## src/rtl/dtw_core_ref_loader.sv

```systemverilog
// rtl/dtw_core_ref_loader.sv - streams a DTW reference template into sample memory.
// Optional running checksum output enabled by DTW_REF_LOADER_CHECKSUM_EN.
module dtw_core_ref_loader #(
  parameter int width  = 16,
  parameter int ptrWid = 15,
  parameter int depth  = 2**ptrWid
) (
  input  logic              clk,
  input  logic              rst,
  input  logic              start,
  input  logic [ptrWid:0]   len,
  input  logic              s_valid,
  input  logic [width-1:0]  s_data,
  input  logic              s_last,
  output logic              s_ready,
  output logic [ptrWid-1:0] addrW,
  output logic              wren,
  output logic [width-1:0]  datain,
  output logic              busy,
  output logic              done,
  output logic [ptrWid:0]   ref_len,
  output logic              err
`ifdef DTW_REF_LOADER_CHECKSUM_EN
  ,
  output logic [width-1:0]  checksum
`endif
);

  localparam logic [1:0] IDLE = 2'd0;
  localparam logic [1:0] LOAD = 2'd1;
  localparam logic [1:0] FIN  = 2'd2;

  localparam logic [ptrWid:0] DEPTH_V = (ptrWid+1)'(depth);
  localparam logic [ptrWid:0] ONE     = (ptrWid+1)'(1);

  logic [1:0]      state;
  logic [ptrWid:0] len_q;
  logic [ptrWid:0] cnt;
  logic [ptrWid:0] cnt_nxt;
  logic            accept;
  logic            len_ok;

  // Handshake outputs come from state only, so s_ready never follows s_valid.
  assign s_ready = (state == LOAD);
  assign busy    = (state == LOAD);
  assign done    = (state == FIN);
  assign accept  = s_valid && (state == LOAD);
  assign cnt_nxt = cnt + ONE;
  assign len_ok  = (len != '0) && (len <= DEPTH_V);

  always_ff @(posedge clk) begin
    if (rst) begin
      state    <= IDLE;
      len_q    <= '0;
      cnt      <= '0;
      wren     <= 1'b0;
      addrW    <= '0;
      datain   <= '0;
      ref_len  <= '0;
      err      <= 1'b0;
`ifdef DTW_REF_LOADER_CHECKSUM_EN
      checksum <= '0;
`endif
    end else begin
      wren <= 1'b0;
      case (state)
        IDLE: begin
          if (start) begin
            if (len_ok) begin
              len_q    <= len;
              cnt      <= '0;
              err      <= 1'b0;
              state    <= LOAD;
`ifdef DTW_REF_LOADER_CHECKSUM_EN
              checksum <= '0;
`endif
            end else begin
              err <= 1'b1;
            end
          end
        end
        LOAD: begin
          if (accept) begin
            wren     <= 1'b1;
            addrW    <= cnt[ptrWid-1:0];
            datain   <= s_data;
            cnt      <= cnt_nxt;
`ifdef DTW_REF_LOADER_CHECKSUM_EN
            checksum <= checksum + s_data;
`endif
            // Reaching the requested length wins over s_last on the same beat.
            if (cnt_nxt == len_q) begin
              state   <= FIN;
              ref_len <= cnt_nxt;
            end else if (s_last) begin
              state   <= FIN;
              ref_len <= cnt_nxt;
              err     <= 1'b1;
            end
          end
        end
        FIN: begin
          state <= IDLE;
        end
        default: begin
          state <= IDLE;
        end
      endcase
    end
  end

endmodule

```

## config.mk

```make
export PLATFORM = sky130hd
export DESIGN_NAME = dtw_core_ref_loader
export DESIGN_NICKNAME = d
export VERILOG_FILES = /design/src/rtl/dtw_core_ref_loader.sv
export SDC_FILE = /design/constraint.sdc
export NUM_CORES = 1
export LEC_CHECK = 0
export CAP_MARGIN = 5
export CORE_MARGIN = 2
export CORE_UTILIZATION = 54
export DETAILED_ROUTE_END_ITERATION = 6
export PLACE_DENSITY = 0.86
export SLEW_MARGIN = 20
export SYNTH_ARGS = -nofsm -noshare
export SYNTH_HDL_FRONTEND = slang
export SYNTH_SLANG_ARGS = --single-unit
export TNS_END_PERCENT = 50
```

## constraint.sdc

```tcl
create_clock -name clk -period 4.6 [get_ports clk]
set_input_delay 0.46 -clock clk [delete_from_list [all_inputs] [get_ports clk]]
set_output_delay 0.46 -clock clk [all_outputs]
set_load 0.01 [all_outputs]
```

==> After elaboration in Yosys (flattened, before gate mapping) <==
Cells that the tools add are included.
{ "op_classes": {"addsub": 1, "magnitude_cmp": 1, "n_eq_ne": 9, "muxes": 19, "bitwise": 1, "n_reduce_logical": 13} }
{ "ops": {"columns": ["op", "count"], "rows": [
  ["2-to-1 mux 16 bit", 5],
  ["case mux 16 bit (2 select lines)", 1],
  ["adder 16 x 1 -> 16 bit (second input constant)", 1],
  ["equality test 16 bit", 1],
  ["less-or-equal comparator 16 bit (second input constant)", 1],
  ["nonzero test 16 bit", 1],
  ["2-to-1 mux 2 bit", 5],
  ["!= test 2 bit (second input constant)", 4],
  ["AND reduction 4 bit", 2],
  ["2-to-1 mux 1 bit", 6],
  ["AND reduction 3 bit", 2],
  ["AND reduction 5 bit", 1],
  ["case mux 2 bit (2 select lines)", 1],
  ["nonzero test 2 bit", 2],
  ["!= test 3 x 2 -> 1 bit (second input constant)", 1],
  ["equality test 2 x 1 -> 1 bit (second input constant)", 1],
  ["equality test 2 bit (second input constant)", 1],
  ["logical AND 1 bit", 2],
  ["zero test 2 bit", 1],
  ["!= test 2 x 1 -> 1 bit (second input constant)", 1],
  ["case mux 1 bit (2 select lines)", 1],
  ["AND reduction 2 bit", 1],
  ["OR reduction 2 bit", 1],
  ["NOT 1 bit", 1]
]} }
{ "totals": {"regBits": 83, "inputBits": 37, "output_inout_bits": 52, "word_cells": 52} }

==> Logic depth before layout (Yosys ltp) <==
Gate-level depths: netlist of the first run.
{ "logic_depth": {"word_depth": 5, "depth_mapped": 11, "depth_no_buf": 9} }

==> Least setup slack after synthesis of the first run <==
No wires, ideal clock.
{ "synth_path": {"path_kind": "reg-to-reg", "from": "register cnt[1]", "to": "register ref_len[4]", "setup_ns": 0.140, "t_arrival_ns": 2.530, "required_ns": 4.460, "path_slack_ns": 1.930, "path_stages_with_launch": 12, "path_buffers": 2, "period_less_slack_ns": 2.670, "path_cell_list": "dfxtp_1 -> ha_1 -> and3_1 -> buf_6 -> a21oi_2 -> or4_1 -> a2111oi_0 -> and4_2 -> a21oi_2 -> nor2_4 -> buf_6 -> a211oi_1"} }
{ "synth_between": {"elab_chain_len": 4, "elab_cells_between_ends": 6, "classes_between": "add/sub (1); eq/ne (1); mux (2); reduce/logical (2)"} }
{ "synth_rtl": {"columns": ["item", "line", "rtl"], "rows": [
  ["start, declared", "38", "logic [ptrWid:0] cnt;"],
  ["start signal, assigned", "87", "cnt <= cnt_nxt;"],
  ["adder 16 x 1 -> 16 bit *", "48", "assign cnt_nxt = cnt + ONE;"],
  ["equality test 16 bit", "92", "if (cnt_nxt == len_q) begin"],
  ["nonzero test 2 bit (no source line)", null, null],
  ["AND reduction 3 bit (no source line)", null, null],
  ["end signal, assigned", "94", "ref_len <= cnt_nxt;"],
  ["end signal, assigned", "97", "ref_len <= cnt_nxt;"],
  ["end, declared", "21", "output logic [ptrWid:0] ref_len,"]
]} }
Every way passes the cells marked *; elsewhere a longest branch is shown, timed or not. The select of a mux whose other input is x is not followed.
A chain may end at the register's enable or synchronous reset.

==> Worst setup path after layout of the first run <==
{ "layout_path": {"from": "register cnt[0]", "to": "register ref_len[7]"} }
The elaborated chain is that of the path after synthesis.

==> qor.yml, run 1 <==
holdPathStages: 2
drtIter0Drc: 263
worst_ep_arrival_time_ps: 3400
holdWs_ps: 454
tns_ps: 0
grt_max_degree: 46
grt_util_all_layers_pct: 26.7
period_share_pct: 69.5
max_freq_mhz: 313
cts_tree: "yes"
io_pins: 89
dp_slack_ps: 1450
die_h_um: 89.9
yosysWarnings: 0
dpl.cell_count: 630
tightest_slew_ps: 1080
drive_gt1_share_pct: 7.68
postCtsSetupBuffers: 0
ys_top_cells_by_count: "dfxtp_1 (83), nand2_1 (76), a21oi_1 (69)"
drv_slew: 0
synth_top_area_cell: "dfxtp_1"
cts_resized: 0
hpwlAfterDp_um: 7640
crit_type: "reg -> reg"
cp-end-kind: "flip-flop"
fin_ws_ps: 1400
synth_edf_count: 0
clk_latency_ps: 350
setup_viol_count_final: 0
max_slew_margin_pct: 27.7
area_growth_pct: 26.3
period_needed_ps: 3200
postCtsHoldBufs: 0
drt-total-wl_um: 10700
grt_pass1_wl_um: 17700
rows: 31
maxCapViolations: 0
syn_nets: 517
vias_per_cell: 5.74
via_count: 3707
initial_core_util_pct: 55.3
synth.area.top_cells: "dfxtp_1 (42%), a21oi_1 (8.7%), nand2_1 (7.2%), nor2_1 (4.0%), mux2i_1 (4.0%)"
path_clk_slew_ps: 90
peakVddDrop_v: 0.000183
final_nets: 580
nFillCells: 597
syn_inst: 479
finalHoldViolCount: 0
drc: 0
worstPathRequired_ps: 4800
dieArea_um2: 8090
yosysMostFrequentCell: "dfxtp_1"
outcome: "completed"
clock_path_buffers: 2
antenna_found_initial: 0
root_buffer: "clkbuf_8"
portBuffers: 88
stdcell_count: 646
startpoint_type: "flip-flop"
core_um2: 7210
antenna_cells: 0
fin_worst_skew_ps: 12.1
ys_seq_area_share_pct: 41.7
async_flop_share_pct: 0
syn_area_um2: 3990
grt_remaining_overflow: 0
synthDominantCellAreaShare_pct: 41.7
ant_nets: 0
cts_max_level: 3
clock_sinks: 83
gp_congestion: 1.01
synth_area_per_cell_um2: 8.32
rsz0062_at_grt: "no"
leakage_nw: 1.67
pwr_density_cell_nw_per_um2: 288
cts_made_buffers: 9
synth.distinct_cells: 49
first_pass_iters: 4
grt_pass1_vias: 3562
hp-class: "reg -> reg"
synth_ff_type: "dfxtp_1"
routedWlPerCell_um: 16.5
synth_seq_cells: 83
rr_worst_depth: 9
critPathMaxFanout: 14
fp.dieW_um: 89.9
layer usage:
layer	track usage, %	wire length [um]	vias up
li1	-	-	1778
met1	36.0	4710	1746
met2	44.4	5060	168
met3	4.53	763	15
met4	7.56	155	0
met5	0	0	-
cell families (layout without fill, tap and decap cells):
group                    Yosys count  count (layout)  synth area share, %
AO/OA/AOI/OAI                    118             118                 18.2
buffers and inverters             44             112                 5.27
XOR/XNOR                          29              29                 6.71
adder cells (fa/ha/maj)            1               1                0.314
flip-flops                        83              83                 41.7
multiplexers                      16              16                 4.02
AND/OR/NAND/NOR                  188             188                 23.8
worst paths after layout:
| path | start | end | slack, ps |
|---|---|---|---|
| hold reg to reg | addrW[1] | addrW[1] | 450 |
| setup / recovery | cnt[0] | ref_len[7] | 1400 |
| setup reg to reg | cnt[0] | ref_len[7] | 1400 |
| hold / removal | addrW[1] | addrW[1] | 450 |
power by group:
group / internal [mW] / switching, mW / leakage [nW]
Sequential: 0.736 / 0.0166 / 0.672
Combinational: 0.0821 / 0.0842 / 0.909
Clock: 0.268 / 0.266 / 0.0922
Total: 1.09 / 0.366 / 1.67
worst max-delay path, cell delays in order, from the launching register on:
cell	delay [ps]
dfxtp_1	520
ha_1	300
and3_1	320
a21oi_2	80
or4_1	530
a2111oi_0	340
and4_2	330
a21oi_2	120
nor2_4	350
a211oi_2	140
state kept, by name, summed over array words and instances (netlist names):
name     count
cnt         16
state        2
err          1
ref_len     16
len_q       16
addrW       15
datain      16
wren         1
metrics by stage:
step | util (%) | instance area [um^2] | power (mW)
global placement | 67.0 | 4830 | 0.929
CTS | 69.8 | 5040 | 1.46
global route | 69.8 | 5040 | 1.51
floorplan | - | 3990 | 0.857
finish | 69.8 | 5040 | 1.45
detailed placement | 67.0 | 4830 | 0.934
placed cells by master, fill, tap and decap left out, types with 4 or more instances in the layout:
cell / instances
buf_4: 4
dfxtp_1: 83
nor3b_1: 5
and4_1: 5
clkdlybuf4s50_1: 87
o21ai_0: 20
nand3b_1: 5
nor2_1: 42
xor2_1: 10
mux2i_1: 16
nor3_1: 6
a211oi_1: 7
inv_1: 4
xnor2_1: 18
nand2b_1: 4
nand2_1: 76
or3_1: 7
a211oi_2: 9
nand3_1: 10
and2_1: 4
a21oi_1: 69
nor4_1: 6
clkbuf_8: 10
cell type report:
class / instances / area (um^2) / share of cell area [%]
multi-input combinational: 352 / 2130 / 42.3
sequential: 83 / 1660 / 33.0
timing repair buffer: 92 / 906 / 18.0
clock buffer: 11 / 141 / 2.81
tap: 99 / 124 / 2.46
clock inverter: 5 / 61.3 / 1.22
inverter: 4 / 15.0 / 0.298
No activity file was read; power rests on OpenSTA's default activity.
==> run 2: changes to the inputs <==
--- a/config.mk
+++ b/config.mk
@@ -7,9 +7,9 @@
 export LEC_CHECK = 0
 export CAP_MARGIN = 5
 export CORE_MARGIN = 2
-export CORE_UTILIZATION = 54
+export CORE_UTILIZATION = 51
 export DETAILED_ROUTE_END_ITERATION = 6
-export PLACE_DENSITY = 0.86
+export PLACE_DENSITY = 0.82
 export SLEW_MARGIN = 20
 export SYNTH_ARGS = -nofsm -noshare
 export SYNTH_HDL_FRONTEND = slang
==> constraint.sdc (replaced) <==
create_clock -name clk -period 3.1 [get_ports clk]
set_input_delay 0.31 -clock clk [delete_from_list [all_inputs] [get_ports clk]]
set_output_delay 0.31 -clock clk [all_outputs]
set_load 0.01 [all_outputs]
==> run 2 against run 1 <==
  * Flip-flop and latch count unchanged
  * Sequential power up 49%
  * Worst setup slack worse by 1200 ps
  * Register-to-register slack worse by 1200 ps
  * Final area up 3.4%
  * Routed wire length up 1.8%
  * Critical path depth unchanged
  * Global-route usage down 0.63 points
  * Via count up 2.5%
  * Non-clock buffer count up 16
  * Largest cell class unchanged
  * Largest power group unchanged
==> qor.yml, run 2 (synthesized netlist as in run 1, its figures left out) <==
drive_gt1_share_pct: 10.7  # +3.0 points
gp_congestion: 0.960  # -5.0%
maxCapViolations: 0  # unchanged
cp_common_cell: "a21oi_2"
cts_max_level: 3  # unchanged
met1_usage_pct: 34.6  # -1.4 points
setup_viol_count_final: 0  # unchanged
grt_pass1_wl_um: 17700  # +0.27%
vias_per_cell: 5.71  # -0.47%
power.total_mw: 2.19  # +51%
grt_pass1_vias: 3531  # -0.87%
crit_type: "reg -> reg"
outcome: "completed"
gr-max-usage-layer: "met2"
worstPathRequired_ps: 3370  # -1430 ps
hp-class: "reg -> reg"
max_freq_mhz: 340  # +8.7%
nFillCells: 661  # +11%
crit_chain: "ha_1, and3_1, a21oi_2, or4_1, a2111oi_0, and4_2, a21oi_2, or3_1, a21oi_1"
portBuffers: 88  # unchanged
pwr_density_cell_nw_per_um2: 420  # +46%
first_pass_iters: 4  # unchanged
holdPathStages: 2  # unchanged
clock_sinks: 83  # unchanged
startpoint_type: "flip-flop"
drc: 0  # unchanged
grt_remaining_overflow: 0  # unchanged
final_common_cell: "clkdlybuf4s50_1"
max_slew_margin_pct: 34.1  # +6.4 points
fp.dieW_um: 92.4  # +2.8%
whs_endpoint: "datain[2]"
via_count: 3798  # +2.5%
drv_slew: 0  # unchanged
cp-end-kind: "flip-flop"
io_pins: 89  # unchanged
grt_util_all_layers_pct: 26.1  # -0.63 points
period_share_pct: 94.9  # +25 points
rsz0062_at_grt: "no"
ant_nets: 0  # unchanged
tns_ps: 0  # unchanged
leakage_nw: 1.78  # +6.2%
drtIter0Drc: 204  # -22%
fin_worst_skew_ps: 13.9  # +1.83 ps
met3_usage_pct: 4.56  # +0.030 points
root_buffer: "clkbuf_8"
grt_max_degree: 53  # +15%
postCtsSetupBuffers: 0  # unchanged
area_growth_pct: 30.6
worst_ep_arrival_time_ps: 3220  # -180 ps
initial_core_util_pct: 52.1  # -3.1 points
routedWlPerCell_um: 16.4  # -1.1%
rr_endpoint: "ref_len[0]"
period_needed_ps: 2940  # -256 ps
final_cell_mix: "clkdlybuf4s50_1 (87), dfxtp_1 (82), nand2_1 (76)"
finalHoldViolCount: 0  # unchanged
drt-total-wl_um: 10900  # +1.8%
critPathSlowestCell: "or4_1"
core_um2: 7650  # +6.0%
clock_path_buffers: 2  # unchanged
hpwlAfterDp_um: 7970  # +4.3%
rr_worst_depth: 9  # unchanged
antenna_found_initial: 0  # unchanged
min_from: "datain[2]"
final_nets: 596  # +2.8%
cp_slowest_stage_delay_ps: 520  # about the same
dieArea_um2: 8540  # +5.6%
rr_startpoint: "cnt[1]"
grt_util_met2_pct: 42.9  # -1.6 points
tightest_slew_ps: 988  # -93.9 ps
cts_made_buffers: 9  # unchanged
path_clk_slew_ps: 90  # about the same
rrSetupSlack_ps: 160  # -1240 ps
clk_latency_ps: 360  # about the same
cts_tree: "yes"
crit_start: "cnt[1]"
critPathMaxFanout: 6  # -8
die_h_um: 92.4  # +2.8%
peakVddDrop_v: 0.000400  # +120%
rows: 32  # +3.2%
antenna_cells: 0  # unchanged
fin_util_pct: 68.1  # -1.7 points
## run 2: cell types whose count changed in the layout (fill, tap and decap cells not counted), sizes merged
cell	change
buf	+16
clkinvlp	-2
clkinv	+3
clkbuf	-1
## run 2: what timing repair did
action | 4_1_cts | 5_1_grt
endpoints found under the setup margin | 0 | 15
gates resized for setup | 0 | 1
hold buffers | 0 | 0
## run 2: layout make-up
class | instances | area [um^2] | share of cell area, %
clock buffer | 10 | 138 | 2.64
clock inverter | 6 | 72.6 | 1.39
inverter | 4 | 15.0 | 0.288
multi-input combinational | 352 | 2130 | 40.9
sequential | 83 | 1660 | 31.9
tap | 102 | 128 | 2.45
timing repair buffer | 108 | 1060 | 20.4
## run 2: worst max-delay path: cells and delay by family, from the launching register on
family / cells / cell delay, ps
adder cells (fa/ha/maj): 1 / 290
AO/OA/AOI/OAI: 4 / 700
flip-flops: 1 / 450
AND/OR/NAND/NOR: 4 / 1410
## run 2: per-stage QoR
stage | area [um^2] | setup slack (ps) | hold WS, ps | std cells
after floorplan | 3990 | 430 | 446 | 479
after global placement | 5000 | 293 | 442 | 649
after detailed placement | 5000 | 149 | 446 | 649
after CTS | 5210 | 113 | 459 | 665
after global routing | 5210 | 6.30 | 478 | 665
final | 5210 | 157 | 458 | 665
## run 2: worst max-delay path by stage
stage                       endpoint  slack, ps  depth (start not counted)
after floorplan           ref_len[4]        430                         11
after global placement    ref_len[0]        290                         10
after detailed placement  ref_len[0]        150                          9
after CTS                 ref_len[0]        110                          9
after global routing      ref_len[0]          6                          9
final                     ref_len[0]        160                          9
## run 2: report_power, final
| part | switching (mW) | internal [mW] |
|---|---|---|
| clock network | 0.412 | 0.401 |
| registers | 0.0245 | 1.09 |
| logic | 0.126 | 0.130 |
## run 2: layer usage
layer / wire length (um) / part of all wire, %
met5: 0 / 0
met4: 266 / 2.4
met3: 750 / 6.9
met2: 5060 / 47
met1: 4800 / 44
==> run 3: changes to the inputs <==
--- a/config.mk
+++ b/config.mk
@@ -7,9 +7,10 @@
 export LEC_CHECK = 0
 export CAP_MARGIN = 5
 export CORE_MARGIN = 2
-export CORE_UTILIZATION = 51
+export CORE_UTILIZATION = 54
 export DETAILED_ROUTE_END_ITERATION = 6
-export PLACE_DENSITY = 0.82
+export MAX_ROUTING_LAYER = met4
+export PLACE_DENSITY = 0.86
 export SLEW_MARGIN = 20
 export SYNTH_ARGS = -nofsm -noshare
 export SYNTH_HDL_FRONTEND = slang
==> constraint.sdc (replaced) <==
create_clock -name clk -period 3.8 [get_ports clk]
set_input_delay 0.38 -clock clk [delete_from_list [all_inputs] [get_ports clk]]
set_output_delay 0.38 -clock clk [all_outputs]
set_load 0.01 [all_outputs]
==> run 3 against run 2 <==
  * First-iteration DRC count grew 75%
  * Clock power shrank 29%
  * Global-route usage grew 1.6 points
  * Combinational power shrank 20%
  * Cell count shrank 2.4%
  * Register-to-register slack gained 370 ps
  * Die area shrank 5.3%
  * Sequential power shrank 19%
  * Final area shrank 3.3%
  * Power shrank 23%
  * Critical endpoint is now ref_len[15]
  * Highest routed layer unchanged
==> qor.yml, run 3 (synthesized netlist as in run 1, its figures left out) <==
outcome: "completed"
grt_max_degree: 57  # +7.5%
p_sw_mw: 0.457  # -19%
fp.dieW_um: 89.9  # -2.7%
finalHoldViolCount: 0  # unchanged
postCtsSetupBuffers: 0  # unchanged
power.total_mw: 1.69  # -23%
combPwrFrac_pct: 12.0  # +0.3 points
met1_length_um: 4560  # -5.0%
drtIter0Drc: 357  # +75%
pwr_density_cell_nw_per_um2: 336  # -20%
holdWs_ps: 456  # -1.53 ps
max_slew_margin_pct: 48.7  # +15 points
grt_util_all_layers_pct: 27.6  # +1.6 points
grt_remaining_overflow: 0  # unchanged
hp-class: "reg -> reg"
fin_ws_ps: 530  # +373 ps
ant_nets: 0  # unchanged
crit_type: "reg -> reg"
initial_core_util_pct: 55.3  # +3.1 points
fin_worst_skew_ps: 7.37  # -6.52 ps
antenna_cells: 0  # unchanged
setup_viol_count_final: 0  # unchanged
first_pass_iters: 5  # +1
vias_per_cell: 5.82  # +2.0%
final_common_cell: "clkdlybuf4s50_1"
route.met3.wl_um: 893  # +19%
rsz0062_at_grt: "no"
tns_ps: 0  # unchanged
clock_sinks: 83  # unchanged
highest_layer: "met4"
path_clk_slew_ps: 90  # about the same
cp-end-kind: "flip-flop"
routedWlPerCell_um: 16.7  # +2.0%
hpwlAfterDp_um: 7770  # -2.6%
p_int_mw: 1.24  # -24%
p_seq_share_pct: 53.8  # +2.7 points
dr_wl_met2_um: 5050  # -0.38%
die_h_um: 89.9  # -2.7%
worstPathRequired_ps: 4000  # +630 ps
critPathMaxFanout: 14  # +8
via_count: 3780  # -0.47%
stdcell_area_um2: 5030  # -3.3%
final_cell_mix: "clkdlybuf4s50_1 (87), dfxtp_1 (83), nand2_1 (76)"
cts_max_level: 3  # unchanged
drive_gt1_share_pct: 8.18  # -2.5 points
place_area_um2: 4860  # -2.8%
area_growth_pct: 26.3
drv_slew: 0  # unchanged
gp_congestion: 0.978  # +1.8%
grt_pass1_wl_um: 17800  # +0.59%
clk_latency_ps: 350  # about the same
final_nets: 583  # -2.2%
clock_path_buffers: 2  # unchanged
drt-total-wl_um: 10800  # -0.46%
portBuffers: 88  # unchanged
cts_tree: "yes"
root_buffer: "clkbuf_8"
leakage_nw: 1.68  # -5.6%
maxCapViolations: 0  # unchanged
io_pins: 89  # unchanged
drc: 0  # unchanged
cts_made_buffers: 9  # unchanged
startpoint_type: "flip-flop"
grt_pass1_vias: 3664  # +3.8%
period_share_pct: 86.0  # -8.9 points
dieArea_um2: 8090  # -5.3%
peakVddDrop_v: 0.000203  # -49%
core_um2: 7210  # -5.7%
swShare_pct: 27.0  # +1.2 points
postCtsHoldBufs: 0  # unchanged
worst_ep_arrival_time_ps: 3470  # +250 ps
dp_slack_ps: 625  # +476 ps
antenna_found_initial: 0  # unchanged
period_needed_ps: 3270  # +327 ps
max_freq_mhz: 306  # -10%
rows: 31  # -3.1%
cts_resized: 0  # unchanged
tightest_slew_ps: 768  # -220 ps
clockPowerShare_pct: 34.1  # -3.1 points
-- run 3: worst paths after layout --
path | from | endpoint | slack [ps] | cells past startpoint
min reg2reg | datain[12] | datain[12] | 460 | 2
max | cnt[0] | ref_len[15] | 530 | 9
min | datain[12] | datain[12] | 460 | 2
max reg2reg | cnt[0] | ref_len[15] | 530 | 9
-- run 3: layout make-up --
class                      count  area [um^2]
multi-input combinational    352         2130
clock buffer                  10          128
inverter                       4         15.0
sequential                    83         1660
clock inverter                 6         50.0
tap                           99          124
fill                         587         2180
timing repair buffer          95          928
-- run 3: routing by layer --
| metal | vias up | track usage, % |
|---|---|---|
| met5 | - | - |
| met2 | 212 | 45.5 |
| met3 | 37 | 4.95 |
| li1 | 1794 | - |
| met4 | 0 | 10.4 |
| met1 | 1737 | 34.1 |
-- run 3: critical path, cell delays in order, from the launching register on --
cell	delay [ps]
dfxtp_1	520
ha_1	320
and3_1	350
a21oi_2	80
or4_1	520
a2111oi_0	350
and4_2	330
a21oi_2	120
nor2_4	370
a211oi_1	150
-- run 3: per-stage QoR --
| stage | util (%) | instances |
|---|---|---|
| global route | 69.8 | 649 |
| finish | 69.8 | 649 |
| CTS | 69.8 | 649 |
| global placement | 67.3 | 633 |
| detailed placement | 67.3 | 633 |
| floorplan | - | 479 |
-- run 3: power by group through the flow --
stage | combinational (mW) | clock (mW) | sequential [mW]
floorplan | 0.108 | 0 | 0.930
global placement | 0.196 | 0 | 0.930
detailed placement | 0.202 | 0 | 0.931
CTS | 0.203 | 0.583 | 0.911
global route | 0.219 | 0.619 | 0.914
finish | 0.204 | 0.578 | 0.912
